File: config.mk
export PLATFORM = sky130hd
export DESIGN_NAME = regfile_scoreboard
export DESIGN_NICKNAME = d
export VERILOG_FILES = /design/src/rtl/regfile_scoreboard.sv
export SDC_FILE = /design/constraint.sdc
export NUM_CORES = 2
export LEC_CHECK = 0
export BUFFER_PORTS_ARGS = -buffer_cell sky130_fd_sc_hd__buf_2
export CORE_ASPECT_RATIO = 1.1
export CORE_MARGIN = 2
export CORE_UTILIZATION = 60
export CTS_CLUSTER_SIZE = 12
export DETAILED_ROUTE_END_ITERATION = 6
export HOLD_SLACK_MARGIN = 0.12
export PLACE_DENSITY_LB_ADDON = 0.08
export SLEW_MARGIN = 5
export SYNTH_ARGS = -nofsm -noshare
export SYNTH_HDL_FRONTEND = slang
export SYNTH_SLANG_ARGS = --single-unit
File: constraint.sdc
create_clock -name clk -period 8.75 [get_ports clk]
set_clock_uncertainty 0.15 [all_clocks]
set_input_delay 0.875 -clock clk [delete_from_list [all_inputs] [get_ports clk]]
set_output_delay 0.875 -clock clk [all_outputs]
set_load 0.01 [all_outputs]
File: src/rtl/regfile_scoreboard.sv
// Integer register file with write-through bypass and per-register
// pending-write scoreboard for RAW hazard detection at decode.
module regfile_scoreboard #(
  parameter int XLEN   = 32,
  parameter int NREG   = 32,
  parameter int NUM_RD = 2,
  parameter int BYPASS = 1
) (
  input  logic                         clk,
  input  logic                         rst,
  input  logic [NUM_RD*$clog2(NREG)-1:0] rd_addr,
  output logic [NUM_RD*XLEN-1:0]       rd_data,
  output logic [NUM_RD-1:0]            rd_busy,
  input  logic                         we,
  input  logic [$clog2(NREG)-1:0]      wr_addr,
  input  logic [XLEN-1:0]              wr_data,
  input  logic                         issue_valid,
  input  logic [$clog2(NREG)-1:0]      issue_rd,
  output logic                         issue_stall,
  input  logic                         flush,
  output logic [$clog2(NREG):0]        busy_count
);

  localparam int AW = $clog2(NREG);

  logic [XLEN-1:0] regs [NREG];
  logic [NREG-1:0] pending;
  logic [NREG-1:0] pend_nxt;
  logic [AW:0]     cnt;
  logic            wr_ok;
  logic            iss_ok;

  assign wr_ok  = we && (wr_addr != '0);
  assign issue_stall = issue_valid && (issue_rd != '0) &&
                       pending[issue_rd] &&
                       !(we && (wr_addr == issue_rd));
  assign iss_ok = issue_valid && !issue_stall &&
                  (issue_rd != '0) && !flush;

  // Read ports: x0 reads zero, optional forwarding of same-cycle write.
  always_comb begin
    rd_data = '0;
    rd_busy = '0;
    for (int k = 0; k < NUM_RD; k++) begin
      if (rd_addr[k*AW +: AW] != '0) begin
        rd_data[k*XLEN +: XLEN] = regs[rd_addr[k*AW +: AW]];
        rd_busy[k] = pending[rd_addr[k*AW +: AW]];
        if ((BYPASS != 0) && wr_ok &&
            (wr_addr == rd_addr[k*AW +: AW])) begin
          rd_data[k*XLEN +: XLEN] = wr_data;
          rd_busy[k] = 1'b0;
        end
      end
    end
  end

  // Next pending vector: write clears, issue sets (issue wins), flush clears all.
  always_comb begin
    pend_nxt = pending;
    if (wr_ok) pend_nxt[wr_addr] = 1'b0;
    if (flush) pend_nxt = '0;
    else if (iss_ok) pend_nxt[issue_rd] = 1'b1;
    pend_nxt[0] = 1'b0;
  end

  // Population count of the next pending vector.
  always_comb begin
    cnt = '0;
    for (int i = 0; i < NREG; i++)
      cnt = cnt + {{AW{1'b0}}, pend_nxt[i]};
  end

  // State update: register data, pending bits and registered count.
  always_ff @(posedge clk) begin
    if (rst) begin
      for (int i = 0; i < NREG; i++) regs[i] <= '0;
      pending    <= '0;
      busy_count <= '0;
    end else begin
      if (wr_ok) regs[wr_addr] <= wr_data;
      pending    <= pend_nxt;
      busy_count <= cnt;
    end
  end

endmodule

# Word-level counts from Yosys, hierarchy flattened
# Memories as Yosys holds them, arrays and structs flattened.
# Cells that the tools add are included.
[word_totals]
reg_bits = 38
ram_bits = 1024
input_bits = 57
output_inout_bits = 73
wordCells = 95
memories = 1
[op_classes]
add_sub_neg = 30
n_lt_le_gt_ge = 6
eq_ne = 3
muxes = 29
bitwise_logic = 3
reduce_logical = 20
[memory_table]
columns = ["memory", "words", "width", "read_ports", "rd_clocked_by_memory_dff", "wr", "line_no", "source"]
rows = [
  ["regs", 32, 32, 2, 0, 32, "26", "logic [XLEN-1:0] regs [NREG];"],
]
[op_table]
columns = ["cell", "n"]
rows = [
  ["32-bit 2-to-1 mux", 8],
  ["6-bit by 1-bit adder with 6-bit output", 25],
  ["32-bit AND", 1],
  ["32-bit inverter", 1],
  ["32-bit bitwise OR", 1],
  ["32-bit OR reduction", 1],
  ["5-bit by 6-bit < comparator with 1-bit output, second input constant", 4],
  ["5-bit nonzero test", 4],
  ["1-bit binary-select mux with 5-bit select", 3],
  ["5-bit == test", 3],
  ["1-bit 2-to-1 mux", 15],
  ["1-bit logical AND", 12],
  ["1-bit demux with 5-bit select", 2],
  ["5-bit by 1-bit >= comparator with 1-bit output, second input constant", 2],
  ["5-bit by 1-bit adder with 6-bit output", 1],
  ["4-bit by 1-bit adder with 5-bit output", 1],
  ["5-bit 2-to-1 mux", 1],
  ["3-bit by 1-bit adder with 4-bit output", 1],
  ["2-bit by 1-bit adder with 3-bit output", 1],
  ["1-bit zero test", 3],
  ["1-bit by 1-bit adder with 2-bit output", 1],
]

# Depth between registers and ports, before layout
[logic_depth]
word_depth = 40
ltp_mapped = 24
mapped_depth_nobuf = 22

# Worst setup path after synthesis
# No wires, ideal clock.
[synth_path]
kind = "input to register"
from = "in issue_rd[0]"
to = "reg busy_count[4]"
setup_ns = 0.128
t_arrival_ns = 6.326
t_required_ns = 8.472
setup_slack_ns = 2.147
stages = 22
n_path_buf = 3
path_cell_list = "buf_2 > buf_6 > mux2i_1 > o22ai_1 > nor3_2 > nor3_4 > buf_4 > o31ai_1 > fa_1 > inv_1 > fa_1 > fa_1 > fa_1 > fa_1 > fa_1 > fa_1 > inv_1 > fa_1 > a21o_1 > a21oi_1 > xor2_1 > nor2_1"
[synth_between]
elab_cells_between_ends = 51
cone_classes = "30 x add/sub; 2 x order compare; 1 x eq/ne; 6 x mux; 1 x bitwise; 11 x reduce/logical"
[synth_rtl]
columns = ["item", "line_no", "source"]
rows = [
  ["start: declaration", "18", "input logic [$clog2(NREG)-1:0] issue_rd,"],
  ["parallel branches: the longest is 8 deep, another holds 5-bit by 6-bit < comparator with 1-bit output", "n/a", ""],
  ["32-bit 2-to-1 mux *", "62", "else if (iss_ok) pend_nxt[issue_rd] = 1'b1;"],
  ["32-bit 2-to-1 mux *", "61", "if (flush) pend_nxt = '0;"],
  ["via pend_nxt[6]", "28", "logic [NREG-1:0] pend_nxt;"],
  ["5-bit by 1-bit adder with 6-bit output *", "70", "cnt = cnt + {{AW{1'b0}}, pend_nxt[i]};"],
  ["6-bit by 1-bit adder with 6-bit output * (25 in a row)", "70", ""],
  ["end signal: assignment", "82", "busy_count <= cnt;"],
  ["end: declaration", "21", "output logic [$clog2(NREG):0] busy_count"],
]
# Mark *: on every way through the listed nets, which the timed path passes. The select of a mux whose other input is x is not followed.
# A chain may end at the register's enable or synchronous reset.

# Worst setup path in the final report
[layout_path]
from = "in issue_rd[0]"
to = "reg busy_count[4]"
[layout_between]
elab_cells_between_ends = 51
cone_classes = "30 x add/sub; 2 x order compare; 1 x eq/ne; 6 x mux; 1 x bitwise; 11 x reduce/logical"
[layout_rtl]
columns = ["item", "line_no"]
rows = [
  ["parallel branches: the longest is 8 deep, another holds 5-bit by 6-bit < comparator with 1-bit output", "n/a"],
  ["32-bit 2-to-1 mux *", "62"],
  ["32-bit 2-to-1 mux *", "61"],
  ["via pend_nxt[28]", "28"],
  ["6-bit by 1-bit adder with 6-bit output * (4 in a row)", "70"],
]
# Marked as above.

==> results.yml <==
yosys:
  synth.area.top_cells: "edfxtp_1 (52%), mux4_2 (17%), and2_1 (9.9%), mux2i_1 (3.5%), clkbuf_1 (1.7%)"
  yosys-top-cells-count: "edfxtp_1 (1024), and2_1 (934), mux4_2 (458)"
  yosysUniqueCellTypes: 83
  syn_inst: 4113
  synth_edf_count: 1024
  syn_area_um2: 59130
  yosysWarningCount: 0
  yosys_register_bits: 1061
  synth.top_cell.area_share_pct: 52.01
  synth.most_common_cell: "edfxtp_1"
  synthFlopType: "edfxtp_1"
  ys_seq_area_share_pct: 53.26
  synthArstFlopShare_pct: 0
  avgSynthCellArea_um2: 14.38
  yosysTopAreaCell: "edfxtp_1"
grt:
  grt_pass1_vias: 39100
  antenna_found_initial: 13
  grt_max_degree: 120
  grt_pass1_wl_mm: 283.7
  grtUsageTotal_pct: 40.28
  grt_overflow: 0
place:
  placed_area_um2: 60430
  preCtsSetupSlack_ns: 1.107
  gp_congestion: 0.9148
  port_buffers: 129
  dp_hpwl_mm: 109.6
route:
  initialDrtViolationCount: 6267
  drt-pass1-iter-count: 6
  vias_per_cell: 7.328
  wl_per_cell_um: 37.37
  ant_nets: 0
  finalWirelength_mm: 202.4
  vias: 39680
  remaining_drc_errors: 0
sta:
  finalCritPeriodShare_pct: 79.47
  hold_violations: 0
  fin_ws_ns: 1.796
  relSlewSlack_pct: 9.328
  fin_crit_ns: 6.954
  finalSetupViolations: 0
  fin_setup_tns_ns: 0
  fmax_mhz: 143.8
  worst_pin_slew_ns: 1.357
  timing.final.max_slew_violations: 0
  rsz0062_at_grt: "false"
power:
  ir_drop_uv: 172.4
  p_per_area_nw_per_um2: 189.6
  power.total_mw: 12.11
  leakage_nw: 22.08
clock_network:
  htree_levels: 3
  clkTransAtPathRegs_ns: 0.06
  cts_sinks: 1061
  cts_buffers: 111
  cts_buffer_depth: 3
  cts-root-buf: "clkbuf_16"
  cts_tree: "done"
  clock_latency_ns: 0.71
  post_cts_buffers: 0
  postCtsHoldBufs: 0
  cts_resized: 0
critical_path:
  path_cells: "buf_2, xor2_1, o311ai_4, nor3_4, buf_4, o41ai_1, fa_1, inv_1, fa_1, inv_1, fa_1, inv_1, fa_1, fa_1, fa_1, fa_1, inv_1, fa_1, a21o_1, a21oi_1, xor2_1, nor2_1"
  worstSetupStartpoint: "issue_rd[0]"
  reg2reg_from: "pending[17]"
  path_max_fanout: 24
  critPathKind: "input port to flop"
  crit_slowest_cell: "o311ai_4"
  cpMostUsedCell: "fa_1"
  required_ns: 9.17
  crit_path_start_kind: "input port"
  slowest_delay_ns: 0.56
  crit_arrival_ns: 7.37
  end_kind: "flop"
job:
  drv_cap: 0
cells_and_area:
  fin_util_pct: 65.43
  area_delta_synth_final_pct: 7.993
  fin_nets: 4131
  drive_gt1_share_pct: 23.44
  final_area_um2: 63850
floorplan:
  die_h_um: 333.2
  io_pins: 130
  fp.coreArea_um2: 97590
  row_count: 120
  start_util_pct: 60.58
  die_area_um2: 101100
  die_x_um: 303.3
run_status:
  status: "completed"
min_path:
  hold_class: "flop to flop"
  hp-start: "pending[25]"
==> power by group <==
part           internal, mW  switching, mW  total [mW]
Sequential             5.85          0.136        5.98
Combinational         0.618          0.925        1.54
Clock                  2.57           2.01        4.58
Total                  9.03           3.07        12.1
==> final timing paths <==
kind	to	slack, ns	cells after the start
setup / recovery	busy_count[4]	1.80	22
setup reg to reg	busy_count[4]	2.29	22
hold / removal	pending[25]	0.37	2
hold reg to reg	pending[25]	0.37	2
==> metal layers <==
layer	track usage, %	vias to the layer above	routed length (µm)
met4	22.32	8	12920
met1	53.14	20250	70510
met2	63.13	3014	95050
met3	7.941	697	23860
li1	-	15710	-
met5	0	-	46
==> critical path: cells and delay by family <==
family,cells,cell delay [ns]
adder cells (fa/ha/maj),8,3.36
buffers and inverters,6,1.10
AO/OA/AOI/OAI,4,1.37
AND/OR/NAND/NOR,2,0.23
XOR/XNOR,2,0.39
==> cell type report <==
class | count | area [µm²]
antenna | 8 | 20.02
clock buffer | 142 | 2998
clock inverter | 53 | 406.6
fill | 7111 | 33740
inverter | 38 | 145.1
multi-input combinational | 2599 | 25640
sequential | 1061 | 31490
tap | 1281 | 1603
timing repair buffer | 233 | 1551
==> cells in the final DEF, fill, tap and decap left out, types with 32 or more instances in the layout <==
master	n
buf_4	100
nor2_4	33
a211oi_1	42
o22ai_1	134
clkbuf_16	114
inv_1	36
nand3_1	55
and2_1	934
mux4_2	458
buf_2	122
mux2i_1	206
edfxtp_1	1024
dfxtp_1	37
conb_1	32
a32o_1	32
nand2_1	105
nor3_1	71
==> state kept, by name (all words and copies together), names as in the netlist <==
name / flops
busy_count: 6
pending: 31
regs: 1024
==> cells by family (layout without fill, tap and decap cells) <==
family	after synthesis	after routing	synth area share [%]
other	1	40	0.006342
XOR/XNOR	18	18	0.2666
AO/OA/AOI/OAI	458	458	6.114
AND/OR/NAND/NOR	1384	1384	13.82
flip-flops	1061	1061	53.26
adder cells (fa/ha/maj)	30	30	0.9269
buffers and inverters	484	466	4.194
multiplexers	677	677	21.41
==> per-stage QoR <==
step | hold slack (ns) | std cells
finish | 0.3743 | 5415
floorplan | 0.3260 | 4144
CTS | 0.3773 | 5407
global route | 0.3994 | 5409
detailed placement | 0.3673 | 5212
global placement | 0.3692 | 5212
(Power assumes the default switching activity.)
